--- config.mk ---
export PLATFORM = sky130hd
export DESIGN_NAME = if_fetch_pc_unit
export DESIGN_NICKNAME = d
export VERILOG_FILES = /design/src/rtl/if_fetch_pc_unit.sv
export SDC_FILE = /design/constraint.sdc
export NUM_CORES = 1
export LEC_CHECK = 0
export CAP_MARGIN = 15
export CELL_PAD_IN_SITES_DETAIL_PLACEMENT = 0
export CELL_PAD_IN_SITES_GLOBAL_PLACEMENT = 1
export CORE_ASPECT_RATIO = 1.2
export CORE_UTILIZATION = 31
export CTS_CLUSTER_SIZE = 25
export DETAILED_ROUTE_END_ITERATION = 10
export PLACE_DENSITY_LB_ADDON = 0.1
export SYNTH_ARGS = -nofsm -noshare
export SYNTH_HDL_FRONTEND = slang
export SYNTH_SLANG_ARGS = --single-unit
export TNS_END_PERCENT = 1
--- constraint.sdc ---
create_clock -name clk -period 6.5 [get_ports clk]
set_input_delay 0.975 -clock clk [delete_from_list [all_inputs] [get_ports clk]]
set_output_delay 0.975 -clock clk [all_outputs]
set_load 0.005 [all_outputs]
--- src/rtl/if_fetch_pc_unit.sv ---
// Fetch PC register plus IF/ID latch with RUN/HALTED control for the LEGv8 pipeline.
// Optional FETCH_PERF_CNT_EN adds saturating stall-cycle and redirect counters.
module if_fetch_pc_unit #(
    parameter logic [63:0] RESET_PC  = 64'h0,
    parameter logic [31:0] NOP_INSTR = 32'h0
) (
    input  logic        clk,
    input  logic        reset,
    output logic [63:0] pc,
    input  logic [63:0] pc_plus4,
    input  logic [31:0] imem_instr,
    input  logic        stall,
    input  logic        take_branch,
    input  logic [63:0] branch_target,
    input  logic        halt_req,
    output logic [63:0] if_id_pc,
    output logic [31:0] if_id_instr,
    output logic        if_id_valid,
    output logic        halted,
    output logic        misalign_err
`ifdef FETCH_PERF_CNT_EN
    ,
    output logic [31:0] stall_cycles,
    output logic [31:0] redirect_count
`endif
);

    typedef enum logic {RUN = 1'b0, HALTED = 1'b1} state_t;

    state_t      state_q, state_d;
    logic [63:0] pc_q, pc_d;
    logic [63:0] if_id_pc_q, if_id_pc_d;
    logic [31:0] if_id_instr_q, if_id_instr_d;
    logic        if_id_valid_q, if_id_valid_d;
    logic        misalign_q, misalign_d;
    logic        redirect;
    logic        stall_path;

    always_comb begin
        state_d       = state_q;
        pc_d          = pc_q;
        if_id_pc_d    = if_id_pc_q;
        if_id_instr_d = if_id_instr_q;
        if_id_valid_d = if_id_valid_q;
        misalign_d    = misalign_q;
        redirect      = 1'b0;
        stall_path    = 1'b0;

        // A redirect is accepted in either state and always leaves a bubble behind it.
        if (take_branch) begin
            redirect      = 1'b1;
            state_d       = RUN;
            pc_d          = {branch_target[63:2], 2'b00};
            if_id_pc_d    = 64'h0;
            if_id_instr_d = NOP_INSTR;
            if_id_valid_d = 1'b0;
            if (branch_target[1:0] != 2'b00)
                misalign_d = 1'b1;
        end else if (state_q == HALTED) begin
            if_id_pc_d    = 64'h0;
            if_id_instr_d = NOP_INSTR;
            if_id_valid_d = 1'b0;
        end else if (halt_req) begin
            state_d       = HALTED;
            if_id_pc_d    = 64'h0;
            if_id_instr_d = NOP_INSTR;
            if_id_valid_d = 1'b0;
        end else if (stall) begin
            stall_path = 1'b1;
        end else begin
            pc_d          = pc_plus4;
            if_id_pc_d    = pc_q;
            if_id_instr_d = imem_instr;
            if_id_valid_d = 1'b1;
        end
    end

    always_ff @(posedge clk or posedge reset) begin
        if (reset) begin
            state_q       <= RUN;
            pc_q          <= RESET_PC;
            if_id_pc_q    <= 64'h0;
            if_id_instr_q <= NOP_INSTR;
            if_id_valid_q <= 1'b0;
            misalign_q    <= 1'b0;
        end else begin
            state_q       <= state_d;
            pc_q          <= pc_d;
            if_id_pc_q    <= if_id_pc_d;
            if_id_instr_q <= if_id_instr_d;
            if_id_valid_q <= if_id_valid_d;
            misalign_q    <= misalign_d;
        end
    end

    assign pc           = pc_q;
    assign if_id_pc     = if_id_pc_q;
    assign if_id_instr  = if_id_instr_q;
    assign if_id_valid  = if_id_valid_q;
    assign halted       = (state_q == HALTED);
    assign misalign_err = misalign_q;

`ifdef FETCH_PERF_CNT_EN
    function automatic logic [31:0] sat_inc(input logic [31:0] v);
        return (v == 32'hFFFF_FFFF) ? v : v + 32'd1;
    endfunction

    logic [31:0] stall_cycles_q, stall_cycles_d;
    logic [31:0] redirect_count_q, redirect_count_d;

    always_comb begin
        stall_cycles_d   = stall_path ? sat_inc(stall_cycles_q) : stall_cycles_q;
        redirect_count_d = redirect ? sat_inc(redirect_count_q) : redirect_count_q;
    end

    always_ff @(posedge clk or posedge reset) begin
        if (reset) begin
            stall_cycles_q   <= 32'h0;
            redirect_count_q <= 32'h0;
        end else begin
            stall_cycles_q   <= stall_cycles_d;
            redirect_count_q <= redirect_count_d;
        end
    end

    assign stall_cycles   = stall_cycles_q;
    assign redirect_count = redirect_count_q;
`else
    logic unused_ok;
    assign unused_ok = redirect ^ stall_path;
`endif

endmodule

==> results of run 1 <==
state kept, by name, indices dropped and copies added, names as in the netlist:
name,count
halted,1
pc,64
if_id_instr,32
if_id_valid,1
misalign_err,1
if_id_pc,64
final cells by class:
type / instances / area [µm²] / share of cell area (%)
repair buffers: 331 / 3301 / 30.99
clock inverters: 11 / 130.1 / 1.222
flip-flops and latches: 163 / 4079 / 38.30
well taps: 270 / 337.8 / 3.172
inverters: 2 / 12.51 / 0.1175
multi-input cells: 230 / 2340 / 21.97
clock buffers: 21 / 450.4 / 4.229
worst max-delay path: stages:
cell and delay, ns:
clkdlybuf4s50_1 0.60, nor2_1 0.12, a21oi_4 0.88, buf_4 0.56
mux2_2 0.39
layout by cell type (no fill, tap or decap):
cell / count
a21o_1: 1
bufinv_16: 2
nor4_4: 2
nand2b_1: 1
clkbuf_16: 17
buf_4: 5
a22o_1: 98
clkinv_2: 1
mux2_2: 124
clkbuf_1: 3
nor2_1: 2
inv_6: 2
a21oi_4: 1
dfrtp_1: 163
clkinv_4: 3
clkinvlp_4: 4
o21ai_0: 1
clkbuf_8: 1
clkdlybuf4s50_1: 326
inv_1: 1
worst max-delay path by stage:
stage / slack (ns) / end / start
floorplan: 1.12 / halted / reset
global placement: 2.78 / pc[12] / halt_req
detailed placement: 2.72 / pc[36] / halt_req
CTS: 3.16 / pc[12] / halt_req
global route: 3.01 / pc[50] / halt_req
finish: 3.20 / pc[12] / halt_req
power by group through the flow:
stage | Clock, mW | Combinational (mW) | Sequential (mW)
after global placement | 0 | 0.432 | 1.15
after detailed placement | 0 | 0.436 | 1.15
after global routing | 1.05 | 0.460 | 1.15
final | 0.984 | 0.428 | 1.14
after CTS | 1.01 | 0.438 | 1.14
after floorplan | 0 | 0.144 | 1.15
kinds of logic after synthesis:
group                  share of synthesized area, %
multiplexers                                  21.21
AND/OR/NAND/NOR                              0.8553
buffers and inverters                         2.623
AO/OA/AOI/OAI                                 13.36
flip-flops                                    61.95
metal layers:
layer | vias to the layer above | share of wire, % | track usage [%]
met1 | 2454 | 40 | 20.56
met2 | 190 | 51 | 30.18
met3 | 18 | 7.9 | 5.524
met5 | - | 0 | 0
li1 | 2240 | - | -
met4 | 0 | 1.4 | 5.975
==> impl_metrics.tcl, run 1 <==
set metrics [dict create \
    grt_max_degree 108 \
    htree_num_levels 4 \
    die_width_um 135.0 \
    first_iter_violations 117 \
    fin_util_pct 50.96 \
    insertedDiodeCount 0 \
    drive_gt1_share_pct 21.37 \
    clock_sinks 163 \
    cts_tree "built" \
    dp_hpwl_um 13180 \
    dieArea_um2 21830 \
    synth_fp_nets 593 \
    cp-start-kind "input pin" \
    wl_um 18960 \
    synth_edf_count 0 \
    cts_resized 0 \
    arrival_ns 3.59 \
    synth.distinct_cells 13 \
    start_util_pct 31.50 \
    swShare_pct 23.45 \
    crit_type "in -> reg" \
    drv_cap 0 \
    overflow 0 \
    ir_drop_v 0.0001741 \
    cts_hold_buf 0 \
    io-pin-count 328 \
    tns_ns 0 \
    place_area_um2 10070 \
    rsz0062_at_grt "false" \
    setup_viol 0 \
    ant_nets 0 \
    finalCritPeriodShare_pct 50.76 \
    cp_max_fo 33 \
    max_freq_mhz 303.1 \
    fill_cells 1843 \
    status "complete, no violations" \
    synth.avg_cell_area_um2 15.38 \
    hold_end "misalign_err" \
    synth_async_sr_flop_share_pct 100.0 \
    synth_top_area_share_pct 61.95 \
    nets 910 \
    cts-buffers-inserted 17 \
    synth_top_cell_by_area "dfrtp_1" \
    tightest_slew_ns 1.192 \
    cts-root-buf "clkbuf_16" \
    whs_ns 0.4746 \
    first_pass_iters 4 \
    ys_seq_elements 163 \
    netlist_area_um2 6584 \
    p_per_area_nw_per_um2 239.2 \
    synth_seq_area_share_pct 61.95 \
    p_clk_share_pct 38.6 \
    crit-reg2reg-launch "halted" \
    cts_buffer_depth 2 \
    core_area_um2 20900 \
    slew_violations 0 \
    io_buffers 327 \
    wl_per_cell_um 18.44 \
    worst-r2r-cell-count 4 \
    total_power_mw 2.547 \
    synth_ff_type "dfrtp_1" \
    slew_headroom_pct 20.50 \
    yosysMostFrequentCell "dfrtp_1" \
    hold_path.class "reg -> reg" \
    skew_ns 0.006995 \
    p_seq_share_pct 44.6 \
    dieHeight_um 161.6 \
    dpl.cell_count 996 \
    path_clk_slew_ns 0.07 \
    hold_viol 0 \
    end_kind "flop" \
    pre_cts_slack_ns 2.715 \
    power.net_switching_mw 0.5972 \
    whs_path_depth 1 \
    p_int_mw 1.950 \
    reg2reg_to "pc[12]" \
    yosys-top-cells-count "dfrtp_1 (163), mux2_2 (124), a22o_1 (98)" \
    synth_area_leaders "dfrtp_1 (62%), mux2_2 (21%), a22o_1 (13%)" \
    drc_errors 0 \
    leakagePower_nw 4.478 \
    fp-row-count 58 \
    grt_pass1_vias 5180 \
    fin_area_um2 10650 \
    track_usage_pct 17.56 \
    via_per_inst 4.768 \
    final_cells 1028 \
    grt_pass1_wl_um 28860 \
    insertion_delay_ns 0.41 \
    netlist_instances 428 \
    period_needed_ns 3.299 \
    cts_setup_buffers 0 \
    syn_to_final_growth_pct 61.76 \
    r2r_slack_ns 3.89 \
    vias 4902 \
    gp_routability_congestion 0.7416 \
    min_from "misalign_err" \
    layout_setup_ws_ns 3.201 \
    antenna_found_initial 0 \
    synth_warnings 0 \
    combPwrFrac_pct 16.8 \
    cp.required_ns 6.80 \
]
Power figures use the tool's default switching activity.
==> inputs of run 2 (changes only) <==
Settings changed: CORE_UTILIZATION 31 to 28.
Clock period 6.5 ns to 2.7 ns, I/O delays scaled along.
==> run 2 against run 1 <==
Compared with the run above: cell count grew 5.1%; wire length increased by 2.3%; register-to-register slack worse by 2.9 ns; first-iteration DRC count shrank 0.85%; critical path depth decreased by 4; combinational power grew 150%; sequential share of layout area decreased by 0.88 points; cell area up 2.4%; sequential cell count stayed put; clock skew is 0.0019 ns higher; clock-buffer cell count shrank 1; worst setup slack worse by 2.4 ns; largest cell class unchanged; highest routed layer unchanged.
==> impl_metrics.tcl, run 2 (synthesis results as in run 1) <==
set metrics [dict create \
    status "complete, no violations" \
    cp.required_ns 2.30 \
    path_delay_family "buffers and inverters" \
    cts-root-buf "clkbuf_16" \
    critPathSlowestCell "clkdlybuf4s50_1" \
    dpl.cell_count 1048 \
    final_cells 1080 \
    layout_common_cells "clkdlybuf4s50_1 (326), dfrtp_1 (163), mux2_2 (124)" \
    finalCritPeriodShare_pct 68.52 \
    overflow 0 \
    io-pin-count 328 \
    path_cells "clkdlybuf4s50_1" \
    p_per_area_nw_per_um2 572.0 \
    setup_viol 0 \
    cts_hold_buf 0 \
    syn_to_final_growth_pct 65.58 \
    start_util_pct 28.47 \
    crit_buf_inv 1 \
    cts-buffers-inserted 17 \
    drc_errors 0 \
    slew_violations 0 \
    cts_buffer_depth 2 \
    core_area_um2 23130 \
    gp_routability_congestion 0.7372 \
    io_buffers 327 \
    arrival_ns 1.44 \
    whs_ns 0.4591 \
    dieArea_um2 24130 \
    crit-reg2reg-launch "halted" \
    wl_per_cell_um 17.96 \
    grt_pass1_wl_um 29740 \
    antenna_found_initial 0 \
    fp-row-count 61 \
    crit_type "reg -> out" \
    htree_num_levels 4 \
    cts_setup_buffers 0 \
    tightest_slew_ns 0.9149 \
    cp_max_fo 4 \
    max_freq_mhz 540.6 \
    period_needed_ns 1.850 \
    grt_pass1_vias 5185 \
    tns_ns 0 \
    ir_drop_v 0.0003832 \
    hold_path.class "in -> async" \
    slew_headroom_pct 39.01 \
    die_width_um 142.0 \
    path_clk_slew_ns 0.06 \
    r2r_slack_ns 1.00 \
    cts_resized 0 \
    skew_ns 0.008932 \
    hold_viol 0 \
    insertedDiodeCount 0 \
    drive_gt1_share_pct 22.35 \
    cts_tree "built" \
    nets 917 \
    final_common_cell "clkdlybuf4s50_1" \
    drv_cap 0 \
    rsz0062_at_grt "false" \
    cp-start-kind "flop" \
    clock_sinks 163 \
    first_pass_iters 4 \
    dp_hpwl_um 13650 \
    dieHeight_um 170.0 \
    grt_max_degree 68 \
    first_iter_violations 116 \
    worst-r2r-cell-count 4 \
    wl_um 19400 \
    slowest_delay_ns 0.55 \
    track_usage_pct 16.31 \
    ant_nets 0 \
    leakagePower_nw 4.563 \
    vias 4927 \
    insertion_delay_ns 0.42 \
    cp-startpoint "halted" \
    via_per_inst 4.562 \
    end_kind "output port" \
    reg2reg_to "pc[39]" \
]
run 2: power by group:
group | switching, mW | internal, mW
Combinational | 0.344 | 0.713
Clock | 1.01 | 1.43
Sequential | 0.123 | 2.61
Total | 1.48 | 4.75
run 2: layer usage:
layer  up-vias  global-route usage, %  part of all wire [%]
li1       2266                      -                     -
met1      2461                  18.28                    39
met2       184                  28.99                    53
met3        16                  5.262                   7.0
met4         0                  5.376                   1.4
met5         -                      0                     0
run 2: final cells by class:
class,instances,area (µm²)
Clock buffer,20,456.7
Clock inverter,12,142.6
Fill cell,2095,12220
Inverter,2,11.26
Multi-Input combinational cell,230,2340
Sequential cell,163,4079
Tap cell,315,394.1
Timing Repair Buffer,338,3478
run 2: how the worst max path moves through the flow:
stage / to / slack (ns) / depth (start not counted)
floorplan: halted / 0.22 / 1
global placement: pc[42] / 0.50 / 5
finish: halted / 0.85 / 1
detailed placement: pc[32] / 0.46 / 5
global route: halted / 0.80 / 1
CTS: halted / 0.82 / 1
run 2: per-stage QoR:
step / worst slack (ns) / power [mW] / util (%) / instance area (µm²)
after global routing: 0.7960 / 6.526 / 47.14 / 10900
after CTS: 0.8187 / 6.345 / 47.14 / 10900
after global placement: 0.5014 / 3.841 / 44.55 / 10300
after floorplan: 0.2242 / 3.124 / - / 6588
final: 0.8501 / 6.235 / 47.14 / 10900
after detailed placement: 0.4607 / 3.853 / 44.55 / 10300
